File: src/rtl/mc_maindec.sv
// Multicycle MIPS main control FSM: state register plus Moore decode of datapath controls.
// Optional `MC_MAINDEC_MEMREADY_EN adds a memready handshake that stalls FETCH, MEMRD and MEMWR.
module mc_maindec (
  input  logic       clk,
  input  logic       reset,
  input  logic [5:0] op,
  input  logic       zero,
`ifdef MC_MAINDEC_MEMREADY_EN
  input  logic       memready,
`endif
  output logic [2:0] aluop,
  output logic       alusrca,
  output logic [1:0] alusrcb,
  output logic       zeroext,
  output logic [1:0] pcsrc,
  output logic       iord,
  output logic       irwrite,
  output logic       memwrite,
  output logic       regwrite,
  output logic       regdst,
  output logic       memtoreg,
  output logic       pcen,
  output logic       illegal,
  output logic [3:0] state
);

  typedef enum logic [3:0] {
    S_FETCH   = 4'd0,
    S_DECODE  = 4'd1,
    S_MEMADR  = 4'd2,
    S_MEMRD   = 4'd3,
    S_MEMWB   = 4'd4,
    S_MEMWR   = 4'd5,
    S_RTYPEEX = 4'd6,
    S_ALUWB   = 4'd7,
    S_BEQEX   = 4'd8,
    S_BNEEX   = 4'd9,
    S_ADDIEX  = 4'd10,
    S_ORIEX   = 4'd11,
    S_IMMWB   = 4'd12,
    S_JEX     = 4'd13
  } state_t;

  localparam logic [5:0] OP_RTYPE = 6'b000000;
  localparam logic [5:0] OP_J     = 6'b000010;
  localparam logic [5:0] OP_BEQ   = 6'b000100;
  localparam logic [5:0] OP_BNE   = 6'b000101;
  localparam logic [5:0] OP_ADDI  = 6'b001000;
  localparam logic [5:0] OP_ORI   = 6'b001101;
  localparam logic [5:0] OP_LW    = 6'b100011;
  localparam logic [5:0] OP_SW    = 6'b101011;

  state_t r_state;
  state_t w_next;
  logic   w_mem_ok;
  logic   w_pcwrite;
  logic   w_branch;
  logic   w_irwrite;
  logic   w_memwrite;
  logic   w_regwrite;

`ifdef MC_MAINDEC_MEMREADY_EN
  assign w_mem_ok = memready;
`else
  assign w_mem_ok = 1'b1;
`endif

  always_ff @(posedge clk or posedge reset) begin
    if (reset) r_state <= S_FETCH;
    else       r_state <= w_next;
  end

  always_comb begin
    w_next  = S_FETCH;
    illegal = 1'b0;
    case (r_state)
      S_FETCH:   w_next = w_mem_ok ? S_DECODE : S_FETCH;
      S_DECODE: begin
        case (op)
          OP_LW, OP_SW: w_next = S_MEMADR;
          OP_RTYPE:     w_next = S_RTYPEEX;
          OP_BEQ:       w_next = S_BEQEX;
          OP_BNE:       w_next = S_BNEEX;
          OP_ADDI:      w_next = S_ADDIEX;
          OP_ORI:       w_next = S_ORIEX;
          OP_J:         w_next = S_JEX;
          default: begin
            w_next  = S_FETCH;
            illegal = 1'b1;
          end
        endcase
      end
      S_MEMADR: begin
        if (op == OP_LW)      w_next = S_MEMRD;
        else if (op == OP_SW) w_next = S_MEMWR;
        else                  w_next = S_FETCH;
      end
      S_MEMRD:   w_next = w_mem_ok ? S_MEMWB : S_MEMRD;
      S_MEMWR:   w_next = w_mem_ok ? S_FETCH : S_MEMWR;
      S_RTYPEEX: w_next = S_ALUWB;
      S_ADDIEX:  w_next = S_IMMWB;
      S_ORIEX:   w_next = S_IMMWB;
      default:   w_next = S_FETCH;
    endcase
  end

  // Moore decode; write enables are raw here and gated by reset below.
  always_comb begin
    aluop      = 3'b000;
    alusrca    = 1'b0;
    alusrcb    = 2'b00;
    zeroext    = 1'b0;
    pcsrc      = 2'b00;
    iord       = 1'b0;
    regdst     = 1'b0;
    memtoreg   = 1'b0;
    w_irwrite  = 1'b0;
    w_pcwrite  = 1'b0;
    w_memwrite = 1'b0;
    w_regwrite = 1'b0;
    w_branch   = 1'b0;
    case (r_state)
      S_FETCH: begin
        alusrcb   = 2'b01;
        w_irwrite = w_mem_ok;
        w_pcwrite = w_mem_ok;
      end
      S_DECODE:  alusrcb = 2'b11;
      S_MEMADR: begin
        alusrca = 1'b1;
        alusrcb = 2'b10;
      end
      S_MEMRD:   iord = 1'b1;
      S_MEMWB: begin
        w_regwrite = 1'b1;
        memtoreg   = 1'b1;
      end
      S_MEMWR: begin
        iord       = 1'b1;
        w_memwrite = 1'b1;
      end
      S_RTYPEEX: begin
        alusrca = 1'b1;
        aluop   = 3'b100;
      end
      S_ALUWB: begin
        w_regwrite = 1'b1;
        regdst     = 1'b1;
      end
      S_BEQEX, S_BNEEX: begin
        alusrca  = 1'b1;
        aluop    = (r_state == S_BEQEX) ? 3'b110 : 3'b111;
        pcsrc    = 2'b01;
        w_branch = 1'b1;
      end
      S_ADDIEX, S_ORIEX: begin
        alusrca = 1'b1;
        alusrcb = 2'b10;
        if (r_state == S_ORIEX) begin
          aluop   = 3'b001;
          zeroext = 1'b1;
        end
      end
      S_IMMWB:   w_regwrite = 1'b1;
      S_JEX: begin
        pcsrc     = 2'b10;
        w_pcwrite = 1'b1;
      end
      default: ;
    endcase
  end

  // Asynchronous reset must kill every write in the same cycle it is asserted.
  assign irwrite  = w_irwrite  & ~reset;
  assign memwrite = w_memwrite & ~reset;
  assign regwrite = w_regwrite & ~reset;
  assign pcen     = (w_pcwrite | (w_branch & zero)) & ~reset;
  assign state    = r_state;

endmodule

File: config.mk
export PLATFORM = sky130hd
export DESIGN_NAME = mc_maindec
export DESIGN_NICKNAME = d
export VERILOG_FILES = /design/src/rtl/mc_maindec.sv
export SDC_FILE = /design/constraint.sdc
export NUM_CORES = 1
export LEC_CHECK = 0
export BUFFER_PORTS_ARGS = -buffer_cell sky130_fd_sc_hd__buf_2
export CORE_MARGIN = 2
export CORE_UTILIZATION = 38
export CTS_BUF_LIST = sky130_fd_sc_hd__clkbuf_4 sky130_fd_sc_hd__clkbuf_8 sky130_fd_sc_hd__clkbuf_16
export DETAILED_ROUTE_END_ITERATION = 10
export PLACE_DENSITY = 0.73
export SETUP_SLACK_MARGIN = 0.5
export SYNTH_ARGS = -nofsm -noshare
export SYNTH_HDL_FRONTEND = slang
export SYNTH_SLANG_ARGS = --single-unit
File: constraint.sdc
create_clock -name clk -period 1.6 [get_ports clk]
set_clock_uncertainty 0.1 [all_clocks]
set_input_delay 0.32 -clock clk [delete_from_list [all_inputs] [get_ports clk]]
set_output_delay 0.32 -clock clk [all_outputs]
set_load 0.02 [all_outputs]
==> impl_results.md, run 1 <==
- Yosys warns: 0
- Die Wd: 41.2 um
- Hold-fix buffers, CTS: 1
- # IOs: 30
- Syn Inst Count: 74
- Placer Congestion: 0.747
- Synth top area share: 0.190
- Commonest cells post-synth: nor2_1, nand2_1, nor3_1, clkbuf_1, dfrtp_1
- Ys async rst share: 1.00
- CTS max path bufs: 2
- Area contributors post-synth: dfrtp_1, nor2_1, nor4b_1
- Syn nets: 83
- Initial cell density of the core: 0.405
- Synth Cell Area: 527 um^2
- Buffers on Ports: 29
- CTS buffer count: 3
- Stop err: [ERROR DPL-0038] Utilization greater than 100%, impossible to legalize
- Site row count: 13
- Placed cells: between 100 and 150
- Status: aborted with a tool error
- DP Worst Slack: -101 ps
- Post-CTS sizing: between 60 and 70
- Synthesis-stage register bit count: 4
- Sequential area share after synthesis: 0.190
- Distinct cells, synth: 32
- Area after DPL: 943 um^2
- Fail Step: 4_1_cts
- Most common cell in the netlist: nor2_1
- Die Y: 41.2 um
- # H-tree levels: 1
- Hpwl dp: 1.36 mm
- Top_reg_cell synth: dfrtp_1
- Synth area leader: dfrtp_1
- CTS Root Cell: clkbuf_4
- Clk sinks: 4
- Post-CTS Setup Inserts: 14
- Mapped Avg Cell Area: between 7 and 8 um^2
- EDFF count, synth: 0
[kinds of logic after synthesis]
family | synth area share
and+or+nand+nor | 0.397
AOI/OAI and AO/OA | 0.271
buffers and inverters | 0.0926
DFF | 0.190
xor gates and xnor gates | 0.0499
[per-stage QoR]
| stage | setup TNS, ps | hold WS, ps |
|---|---|---|
| 2_1_floorplan | -369 | -14.1 |
| 3_3_place_gp | -140 | 190 |
| 3_5_place_dp | -255 | 196 |
==> run 2, diff against run 1 <==
CORE_AREA = 2 2 63 65   (was not set)
CORE_MARGIN = not set   (was 2)
CORE_UTILIZATION = not set   (was 38)
CTS_BUF_LIST = not set   (was sky130_fd_sc_hd__clkbuf_4 sky130_fd_sc_hd__clkbuf_8 sky130_fd_sc_hd__clkbuf_16)
DIE_AREA = 0 0 65 67   (was not set)
PLACE_DENSITY = not set   (was 0.73)
PLACE_DENSITY_LB_ADDON = 0.15   (was not set)
SETUP_SLACK_MARGIN = not set   (was 0.5)
clock period = 2.1 ns   (was 1.6 ns; I/O delays follow)
==> impl_results.md, run 2 <==
- Largest net degree at the start of global routing: 14
- CTS tree: done
- CTS buffer count: 3 (unchanged)
- Area contributors post-synth: dfrtp_1, nor2_1, nor4b_1 (unchanged)
- Crit path buf inv count: 2
- Distinct cells, synth: 32 (unchanged)
- Site row count: 22 (was 13)
- Critical path arrival: 1460 ps
- Tcrit/Tclk final: 0.945
- Status: complete, no violations (was aborted with a tool error)
- Number of remaining DRC errors: 0
- Max Cap Viol: 0
- 1st-pass router iterations: 4
- CP max stage delay: between 500 and 600 ps
- # IOs: 30 (unchanged)
- Syn Inst Count: 74 (unchanged)
- Ys async rst share: 1.00 (unchanged)
- Layout cells sized above 1: 0.442
- Mapped Avg Cell Area: 7.12 um^2 (unchanged)
- Hold WC Path Type: primary input to asynchronous set/reset pin
- Routed Antenna Nets: 0
- Ordered list of cells on the worst path: buf_4 > nand2b_1 > nor3_1 > buf_2
- Setup TNS: 0 ps
- Post-CTS sizing: 0 (was 62)
- Die Y: 67 um (was 41.2 um)
- Synth area leader: dfrtp_1 (unchanged)
- Vias in the first global route: 631
- Vias post-DR: 631
- Most common cell in the netlist: nor2_1 (unchanged)
- Die area: ~4400 um^2
- Crit path depth: 4
- # H-tree levels: 1 (unchanged)
- Synthesis-stage register bit count: 4 (unchanged)
- Final worst path period need: just under 2000 ps
- Via-per-instance ratio: 4.15
- Max_slew headroom: 0.761
- RSZ-0062 raised after global routing: no
- Gr usage total: 0.0880
- Gr ovfl total: 0
- CTS max path bufs: 2 (unchanged)
- Ant diodes: 0
- Fin. max-slew vios: 0
- Hold-fix buffers, CTS: 0 (was 1)
- Startpoint Class: flop
- WL per Instance: 11.7 um
- Endpoints failing hold: 0
- Finished layout cell area: 788 um^2
- First-pass GRT wire length: 2.93 mm
- Final WL: ~1.8 mm
- Buffers on Ports: 29 (unchanged)
- Area after DPL: 739 um^2 (was 943 um^2)
- Top_reg_cell synth: dfrtp_1 (unchanged)
- Syn nets: 83 (unchanged)
- Initial cell density of the core: 0.146 (was 0.405)
- Sequential area share after synthesis: 0.190 (unchanged)
- Synth Cell Area: 527 um^2 (unchanged)
- Clk sinks: 4 (unchanged)
- Pleak: around 0.36 nW
- Worst vdd ir: 0.228 mV
- Core ar.: around 3600 um^2
- Die Wd: 65 um (was 41.2 um)
- Crit path max-delay cell type: dfrtp_1
- Setup CP Type: flop to output pin
- Initial antenna violation count: 0
- Worst Setup End Kind: output pin
- DRT iter0 DRCs: 40
- Crit path required time: 1580 ps
- Most frequent cells in the layout: buf_2, nor2_1, nand2_1
- Fmax: 504 MHz
- Post-CTS Setup Inserts: 0 (was 14)
- EDFF count, synth: 0 (unchanged)
- Count of final setup violators: 0
- CTS Root Cell: clkbuf_8 (was clkbuf_4)
- Hpwl dp: 1.37 mm (was 1.36 mm)
- Yosys warns: 0 (unchanged)
- Area Overhead vs Synth: 49.6%
- Worst-skew pair later-pin latency: ~220 ps
- Commonest cells post-synth: nor2_1, nand2_1, nor3_1, clkbuf_1, dfrtp_1 (unchanged)
- Synth top area share: 0.190 (unchanged)
- Final Hold Slack: about 27 ps
- FF-to-FF path depth: 3
- Max reg flops: 4
- Worst slew pin tran: 357 ps
- Pwr Density: 889 nW/um^2
- Crit-path leading delay family: flip-flops
- # nets final: roughly 120
- Clock-pin slew on the worst setup and hold paths: 30 ps
- Most common cell after layout, fill and taps aside: buf_2
- Final-layout fill cell count: 413
- Placer Congestion: 0.689 (was 0.747)
- CP max FO: 9
[run 2: layout make-up]
type | count | area, um^2 | area share
multi-input combinational | 60 | 394 | 0.500
clock buffer | 3 | 41.3 | 0.0524
inverter | 4 | 15.0 | 0.0190
tap | 48 | 60.1 | 0.0762
timing repair buffer | 33 | 175 | 0.222
sequential | 4 | 103 | 0.130
[run 2: routing by layer]
metal | part of all wire | GRT usage | vias to the layer above | wire [um]
li1 | - | - | 328 | -
met1 | 0.50 | 0.116 | 277 | 879
met2 | 0.43 | 0.137 | 24 | 760
met3 | 0.060 | 0.00845 | 2 | 107
met4 | 0.015 | 0.0559 | 0 | 27
met5 | 0 | 0 | - | 0
[run 2: cells by family (layout without fill, tap and decap cells)]
| group | Yosys count | count (layout) | synth area share |
|---|---|---|---|
| AND/OR/NAND/NOR | 38 | 38 | 0.397 |
| AO/OA/AOI/OAI | 19 | 19 | 0.271 |
| buffers and inverters | 10 | 40 | 0.0926 |
| flip-flops | 4 | 4 | 0.190 |
| XOR/XNOR | 3 | 3 | 0.0499 |
[run 2: through the flow]
step                setup slack (ps)  std cells  total power (W)   util
floorplan                       47.1         74         0.000398      -
global placement                 195        149         0.000526  0.205
detailed placement               184        149         0.000524  0.205
CTS                             17.8        152         0.000698  0.217
global route                    14.3        152         0.000755  0.219
finish                           116        152         0.000701  0.219
[run 2: where the power goes]
group	total [W]	switching [W]	internal, W	leakage, nW
combinational	0.000396	0.000225	0.000172	0.287
clock	0.000169	0.0000464	0.000123	0.0216
sequential	0.000136	0.0000421	0.0000934	0.0506
total	0.000701	0.000313	0.000388	0.359
[run 2: final timing paths]
check | start | end | slack [ps]
max | state[2]$_DFF_PP0_ | memwrite | 120
min | reset | state[2]$_DFF_PP0_ | 30
max reg2reg | state[3]$_DFF_PP0_ | state[2]$_DFF_PP0_ | 400
min reg2reg | state[3]$_DFF_PP0_ | state[0]$_DFF_PP0_ | 530
max in group asynchronous | reset | state[3]$_DFF_PP0_ | 1710
min in group clk | op[3] | state[2]$_DFF_PP0_ | 450
Note: power is estimated with default switching activity, not from simulation.
==> run 3, diff against run 2 <==
ABC_AREA = 1   (was not set)
==> impl_results.md, run 3 <==
- Gr usage total: 0.0776 (was 0.0880)
- Endpoints failing hold: 0 (unchanged)
- Synth area leader: dfrtp_1 (unchanged)
- Crit path required time: 1580 ps (about the same)
- Worst-skew pair later-pin latency: 210 ps (was 220 ps)
- Pwr Density: 775 nW/um^2 (was 889 nW/um^2)
- Yosys warns: 0 (unchanged)
- Count of final setup violators: 0 (unchanged)
- Final design utilization: 0.212 (was 0.219)
- Routed Antenna Nets: 0 (unchanged)
- Most common cell after layout, fill and taps aside: buf_2 (unchanged)
- Tcrit/Tclk final: 0.933 (was 0.945)
- R2r endpoint: state[2]$_DFF_PP0_ (unchanged)
- EDFF count, synth: 0 (unchanged)
- Worst Setup End Kind: output pin (unchanged)
- Reg-to-reg startpoint: state[2]$_DFF_PP0_ (was state[3]$_DFF_PP0_)
- Most common cell in the netlist: nor2_1 (unchanged)
- Worst vdd ir: 0.173 mV (was 0.228 mV)
- CTS tree: done (unchanged)
- CTS Root Cell: clkbuf_8 (unchanged)
- Most frequent cells in the layout: buf_2, nor2_1, nand2_1 (unchanged)
- Buffers on Ports: 29 (unchanged)
- Vias in the first global route: 637 (was 631)
- # nets final: 139 (was 115)
- Site row count: 22 (unchanged)
- Final WL: 1.57 mm (was 1.77 mm)
- Vias post-DR: 660 (was 631)
- Top_reg_cell synth: dfrtp_1 (unchanged)
- Area contributors post-synth: dfrtp_1, nor2_1, nand2_1 (was dfrtp_1, nor2_1, nor4b_1)
- Clock-pin slew on the worst setup and hold paths: 30 ps (about the same)
- Number of remaining DRC errors: 0 (unchanged)
- Hpwl dp: 1.39 mm (was 1.37 mm)
- Via-per-instance ratio: 3.75 (was 4.15)
- Syn nets: 106 (was 83)
- Commonest cells post-synth: nor2_1, nand2_1, inv_1, nand3_1, nor2_2 (was nor2_1, nand2_1, nor3_1, clkbuf_1, dfrtp_1)
- WL per Instance: 8.94 um (was 11.7 um)
- Distinct cells, synth: 16 (was 32)
- Largest net degree at the start of global routing: 9 (was 14)
- Final Hold Slack: 21.0 ps (was 26.8 ps)
- Synth top area share: 0.192 (was 0.190)
- Ys async rst share: 1.00 (unchanged)
- Ant diodes: 0 (unchanged)
- Critical path arrival: 1440 ps (was 1460 ps)
- Clk sinks: 4 (unchanged)
- Setup TNS: 0 ps (unchanged)
- CTS max path bufs: 2 (unchanged)
- Layout cells sized above 1: 0.367 (was 0.442)
- Initial cell density of the core: 0.145 (was 0.146)
- Pleak: 0.448 nW (was 0.359 nW)
- Sequential area share after synthesis: 0.192 (was 0.190)
- Mapped Avg Cell Area: 5.38 um^2 (was 7.12 um^2)
- # IOs: 30 (unchanged)
- Ordered list of cells on the worst path: nand2_2 > nor2_1 > nand2_1 > a31oi_1 > buf_2 (was buf_4 > nand2b_1 > nor3_1 > buf_2)
- Startpoint Class: flop (unchanged)
- Die Y: 67 um (unchanged)
- Status: complete, no violations (unchanged)
- Max reg flops: 4 (unchanged)
- CP max stage delay: 500 ps (was 510 ps)
- First-pass GRT wire length: 2.69 mm (was 2.93 mm)
- Fmax: 510 MHz (was 504 MHz)
- Worst slew pin tran: 296 ps (was 357 ps)
- Synthesis-stage register bit count: 4 (unchanged)
- Area Overhead vs Synth: 46.8% (was 49.6%)
- Hold-fix buffers, CTS: 0 (unchanged)
- Crit path max-delay cell type: dfrtp_1 (unchanged)
- # H-tree levels: 1 (unchanged)
- 1st-pass router iterations: 4 (unchanged)
- Placer Congestion: 0.850 (was 0.689)
- Die Wd: 65 um (unchanged)
- FF-to-FF path depth: 5 (was 3)
- Fin. max-slew vios: 0 (unchanged)
- CP max FO: 7 (was 9)
- Hold WC Path Type: primary input to asynchronous set/reset pin (unchanged)
- RSZ-0062 raised after global routing: no (unchanged)
- Gr ovfl total: 0 (unchanged)
- Core ar.: 3610 um^2 (unchanged)
- Syn Inst Count: 97 (was 74)
- Crit path buf inv count: 1 (was 2)
- CTS buffer count: 3 (unchanged)
- Max Cap Viol: 0 (unchanged)
- Setup CP Type: flop to output pin (unchanged)
- Max_slew headroom: 0.803 (was 0.761)
- Synth Cell Area: 522 um^2 (was 527 um^2)
- Die area: 4360 um^2 (unchanged)
- Initial antenna violation count: 0 (unchanged)
- DRT iter0 DRCs: 27 (was 40)
- Crit-path leading delay family: flip-flops (unchanged)
- Final worst path period need: 1960 ps (was 1980 ps)
- Worst R2R Setup Slack: 760 ps (was 400 ps)
run 3: changes by cell type in the layout (fill, tap and decap cells not counted), sizes merged, moves of 3 or more:
cell,delta
xnor2,-3
nor3,-4
nor2,+22
buf,-4
inv,+14
nand3,+8
nand2,+16
nand2b,-4
nor4b,-3
run 3: worst reg2reg max path: cells and delay by family, from the launching register on:
| family | cells | cell delay [ps] |
|---|---|---|
| buffers and inverters | 1 | 90 |
| flip-flops | 1 | 480 |
| AND/OR/NAND/NOR | 4 | 540 |
run 3: cell type report:
cell class	instances	area [um^2]
Fill cell	438	2840
Sequential cell	4	100
Multi-Input combinational cell	74	352
Timing Repair Buffer	29	145
Inverter	18	67.6
Clock buffer	3	41.3
Tap cell	48	60.1
run 3: kinds of logic (layout without fill, tap and decap cells):
kind of cell / count (synthesis) / in the layout / synth area share
flip-flops: 4 / 4 / 0.192
buffers and inverters: 19 / 50 / 0.144
AND/OR/NAND/NOR: 66 / 66 / 0.583
AO/OA/AOI/OAI: 8 / 8 / 0.0815
run 3: worst max-delay path by stage:
stage | from | end | slack (ps) | depth (start not counted)
floorplan | state[2]$_DFF_PP0_ | pcen | 70 | 5
CTS | state[3]$_DFF_PP0_ | illegal | 110 | 6
global placement | op[5] | illegal | 280 | 8
finish | state[3]$_DFF_PP0_ | pcen | 140 | 5
global route | state[3]$_DFF_PP0_ | pcen | 20 | 5
detailed placement | op[5] | illegal | 290 | 8
run 3: report_power, final:
part	total [W]	internal (W)	leakage, nW	switching (W)
Sequential	0.000123	0.0000914	0.0533	0.0000319
Clock	0.000157	0.000122	0.0216	0.0000351
Combinational	0.000313	0.0000965	0.373	0.000217
Total	0.000593	0.000310	0.448	0.000284
run 3: metal layers:
metal / global-route usage / wire length (um)
met4: 0.0399 / 0
met2: 0.130 / 709
met3: 0.00507 / 115
met1: 0.0998 / 747
met5: 0 / 0
run 3: through the flow:
stage               area [um^2]  instances  setup WS, ps  total power (W)
global route                766        176          19.9         0.000641
detailed placement          719        173           291         0.000441
finish                      766        176           141         0.000593
global placement            719        173           282         0.000444
floorplan                   522         97          72.1         0.000333
CTS                         761        176           107         0.000603
run 3: timing repair:
| action | CTS | global route |
|---|---|---|
| setup buffers | 0 | 0 |
| setup endpoints to repair | 0 | 1 |
| gates resized for setup | 0 | 1 |
==> run 4, diff against run 3 <==
==> constraint.sdc (replaced) <==
create_clock -name clk -period 2.1 [get_ports clk]
set_clock_uncertainty 0.1 [all_clocks]
set_input_delay 0.525 -clock clk [delete_from_list [all_inputs] [get_ports clk]]
set_output_delay 0.525 -clock clk [all_outputs]
set_load 0.02 [all_outputs]
==> impl_results.md, run 4 (synthesis gave the netlist of run 3 again) <==
- Status: complete, no violations (unchanged)
- Die area: 4360 um^2 (unchanged)
- Fmax: 502 MHz (was 510 MHz)
- WL per Instance: 9.24 um (was 8.94 um)
- CP max stage delay: 470 ps (was 500 ps)
- Site row count: 22 (unchanged)
- Hpwl dp: 1.39 mm (about the same)
- Final Hold Slack: 125 ps (was 21.0 ps)
- Final design utilization: 0.222 (was 0.212)
- Initial cell density of the core: 0.145 (unchanged)
- Final worst path period need: 1990 ps (was 1960 ps)
- Area after DPL: 737 um^2 (was 719 um^2)
- Crit path depth: 6 (was 5)
- Final WL: 1.65 mm (was 1.57 mm)
- Routed Antenna Nets: 0 (unchanged)
- FF-to-FF path depth: 6 (was 5)
- Largest net degree at the start of global routing: 9 (unchanged)
- Startpoint Class: flop (unchanged)
- # H-tree levels: 1 (unchanged)
- Die Y: 67 um (unchanged)
- 1st-pass router iterations: 4 (unchanged)
- Gr ovfl total: 0 (unchanged)
- Count of final setup violators: 0 (unchanged)
- Setup TNS: 0 ps (unchanged)
- Worst Setup End Kind: output pin (unchanged)
- Clk sinks: 4 (unchanged)
- GR peak layer: met2 (unchanged)
- CTS tree: done (unchanged)
- Area Overhead vs Synth: 53.5% (was 46.8%)
- R2r endpoint: state[2]$_DFF_PP0_ (unchanged)
- Critical path arrival: 1370 ps (was 1440 ps)
- Placer Congestion: 0.884 (was 0.850)
- Pwr Density: 774 nW/um^2 (was 775 nW/um^2)
- Number of remaining DRC errors: 0 (unchanged)
- Via-per-instance ratio: 3.75 (about the same)
- Met2 Use GR: 0.119 (was 0.130)
- Crit path required time: 1470 ps (was 1580 ps)
- M1 GR Usage: 0.113 (was 0.0998)
- First-pass GRT wire length: 2.81 mm (was 2.69 mm)
- Max Cap Viol: 0 (unchanged)
- Ant diodes: 0 (unchanged)
- CTS buffer count: 3 (unchanged)
- Worst-skew pair later-pin latency: 210 ps (about the same)
- Crit path buf inv count: 3 (was 1)
- DRT iter0 DRCs: 50 (was 27)
- CTS Root Cell: clkbuf_8 (unchanged)
- # IOs: 30 (unchanged)
- Vias in the first global route: 647 (was 637)
- Clock-pin slew on the worst setup and hold paths: 30 ps (about the same)
- Crit-path leading delay family: flip-flops (unchanged)
- Ordered list of cells on the worst path: nor2_4 > inv_2 > nor2_4 > inv_1 > nor2_1 > buf_4 (was nand2_2 > nor2_1 > nand2_1 > a31oi_1 > buf_2)
- Most frequent cells in the layout: buf_2, nor2_1, nand2_1 (unchanged)
- Gr usage total: 0.0833 (was 0.0776)
- Die Wd: 65 um (unchanged)
- Fin. max-slew vios: 0 (unchanged)
- CP max FO: 8 (was 7)
- CTS max path bufs: 2 (unchanged)
- Endpoints failing hold: 0 (unchanged)
- Finished layout cell area: 801 um^2 (was 766 um^2)
- Max_slew headroom: 0.867 (was 0.803)
- Initial antenna violation count: 0 (unchanged)
- Layout cells sized above 1: 0.415 (was 0.367)
- Vias post-DR: 667 (was 660)
- Pleak: 0.452 nW (was 0.448 nW)
- GR Util met3: 0.0203 (was 0.00507)
- Core ar.: 3610 um^2 (unchanged)
- Crit path max-delay cell type: dfrtp_2 (was dfrtp_1)
- Max reg flops: 4 (unchanged)
- RSZ-0062 raised after global routing: yes (was no)
- Most common cell after layout, fill and taps aside: buf_2 (unchanged)
- Reg-to-reg startpoint: state[1]$_DFF_PP0_ (was state[2]$_DFF_PP0_)
- Hold WC Path Type: primary input to asynchronous set/reset pin (unchanged)
- # nets final: 141 (was 139)
- Worst slew pin tran: 199 ps (was 296 ps)
- Tcrit/Tclk final: 0.949 (was 0.933)
- Post-CTS Setup Inserts: 0 (unchanged)
- CP most frequent cell: nor2_4
- Setup CP Type: flop to output pin (unchanged)
- Worst R2R Setup Slack: 850 ps (was 760 ps)
- Buffers on Ports: 29 (unchanged)
- Worst vdd ir: 0.197 mV (was 0.173 mV)
## run 4: cell types whose count changed in the layout (fill, tap and decap cells not counted), sizes merged
cell,before,now
buf,29,31
## run 4: how the worst max path moves through the flow
stage                       startpoint       end
floorplan           state[1]$_DFF_PP0_  regwrite
global placement                 op[5]   illegal
detailed placement               op[5]   illegal
CTS                 state[0]$_DFF_PP0_   illegal
global route        state[1]$_DFF_PP0_   illegal
finish              state[1]$_DFF_PP0_   illegal
## run 4: area by class of cell
cell class | instances | area, um^2
sequential | 4 | 105
tap | 48 | 60.1
multi-input combinational | 74 | 364
fill | 441 | 2810
timing repair buffer | 31 | 163
inverter | 18 | 67.6
clock buffer | 3 | 41.3
## run 4: repair_timing
item,CTS,global route
hold buffers,0,0
pin swaps,0,2
setup endpoints to repair,1,5
gates cloned,0,0
gates resized for setup,1,7
## run 4: per-layer routing
layer,part of all wire,wire (um)
met5,0,0
met3,0.077,126
met4,0,0
met1,0.49,808
met2,0.43,710
## run 4: per-stage QoR
step | power, W | setup WS [ps] | std cells
after floorplan | 0.000334 | 55.9 | 97
after global placement | 0.000446 | 114 | 175
after detailed placement | 0.000445 | 123 | 175
after CTS | 0.000610 | 15.3 | 178
after global routing | 0.000666 | -5.92 | 178
final | 0.000620 | 107 | 178
## run 4: report_power, final
part / internal [W] / switching (W)
clock: 0.000122 / 0.0000361
combinational: 0.000110 / 0.000225
sequential: 0.0000944 / 0.0000327
total: 0.000326 / 0.000294
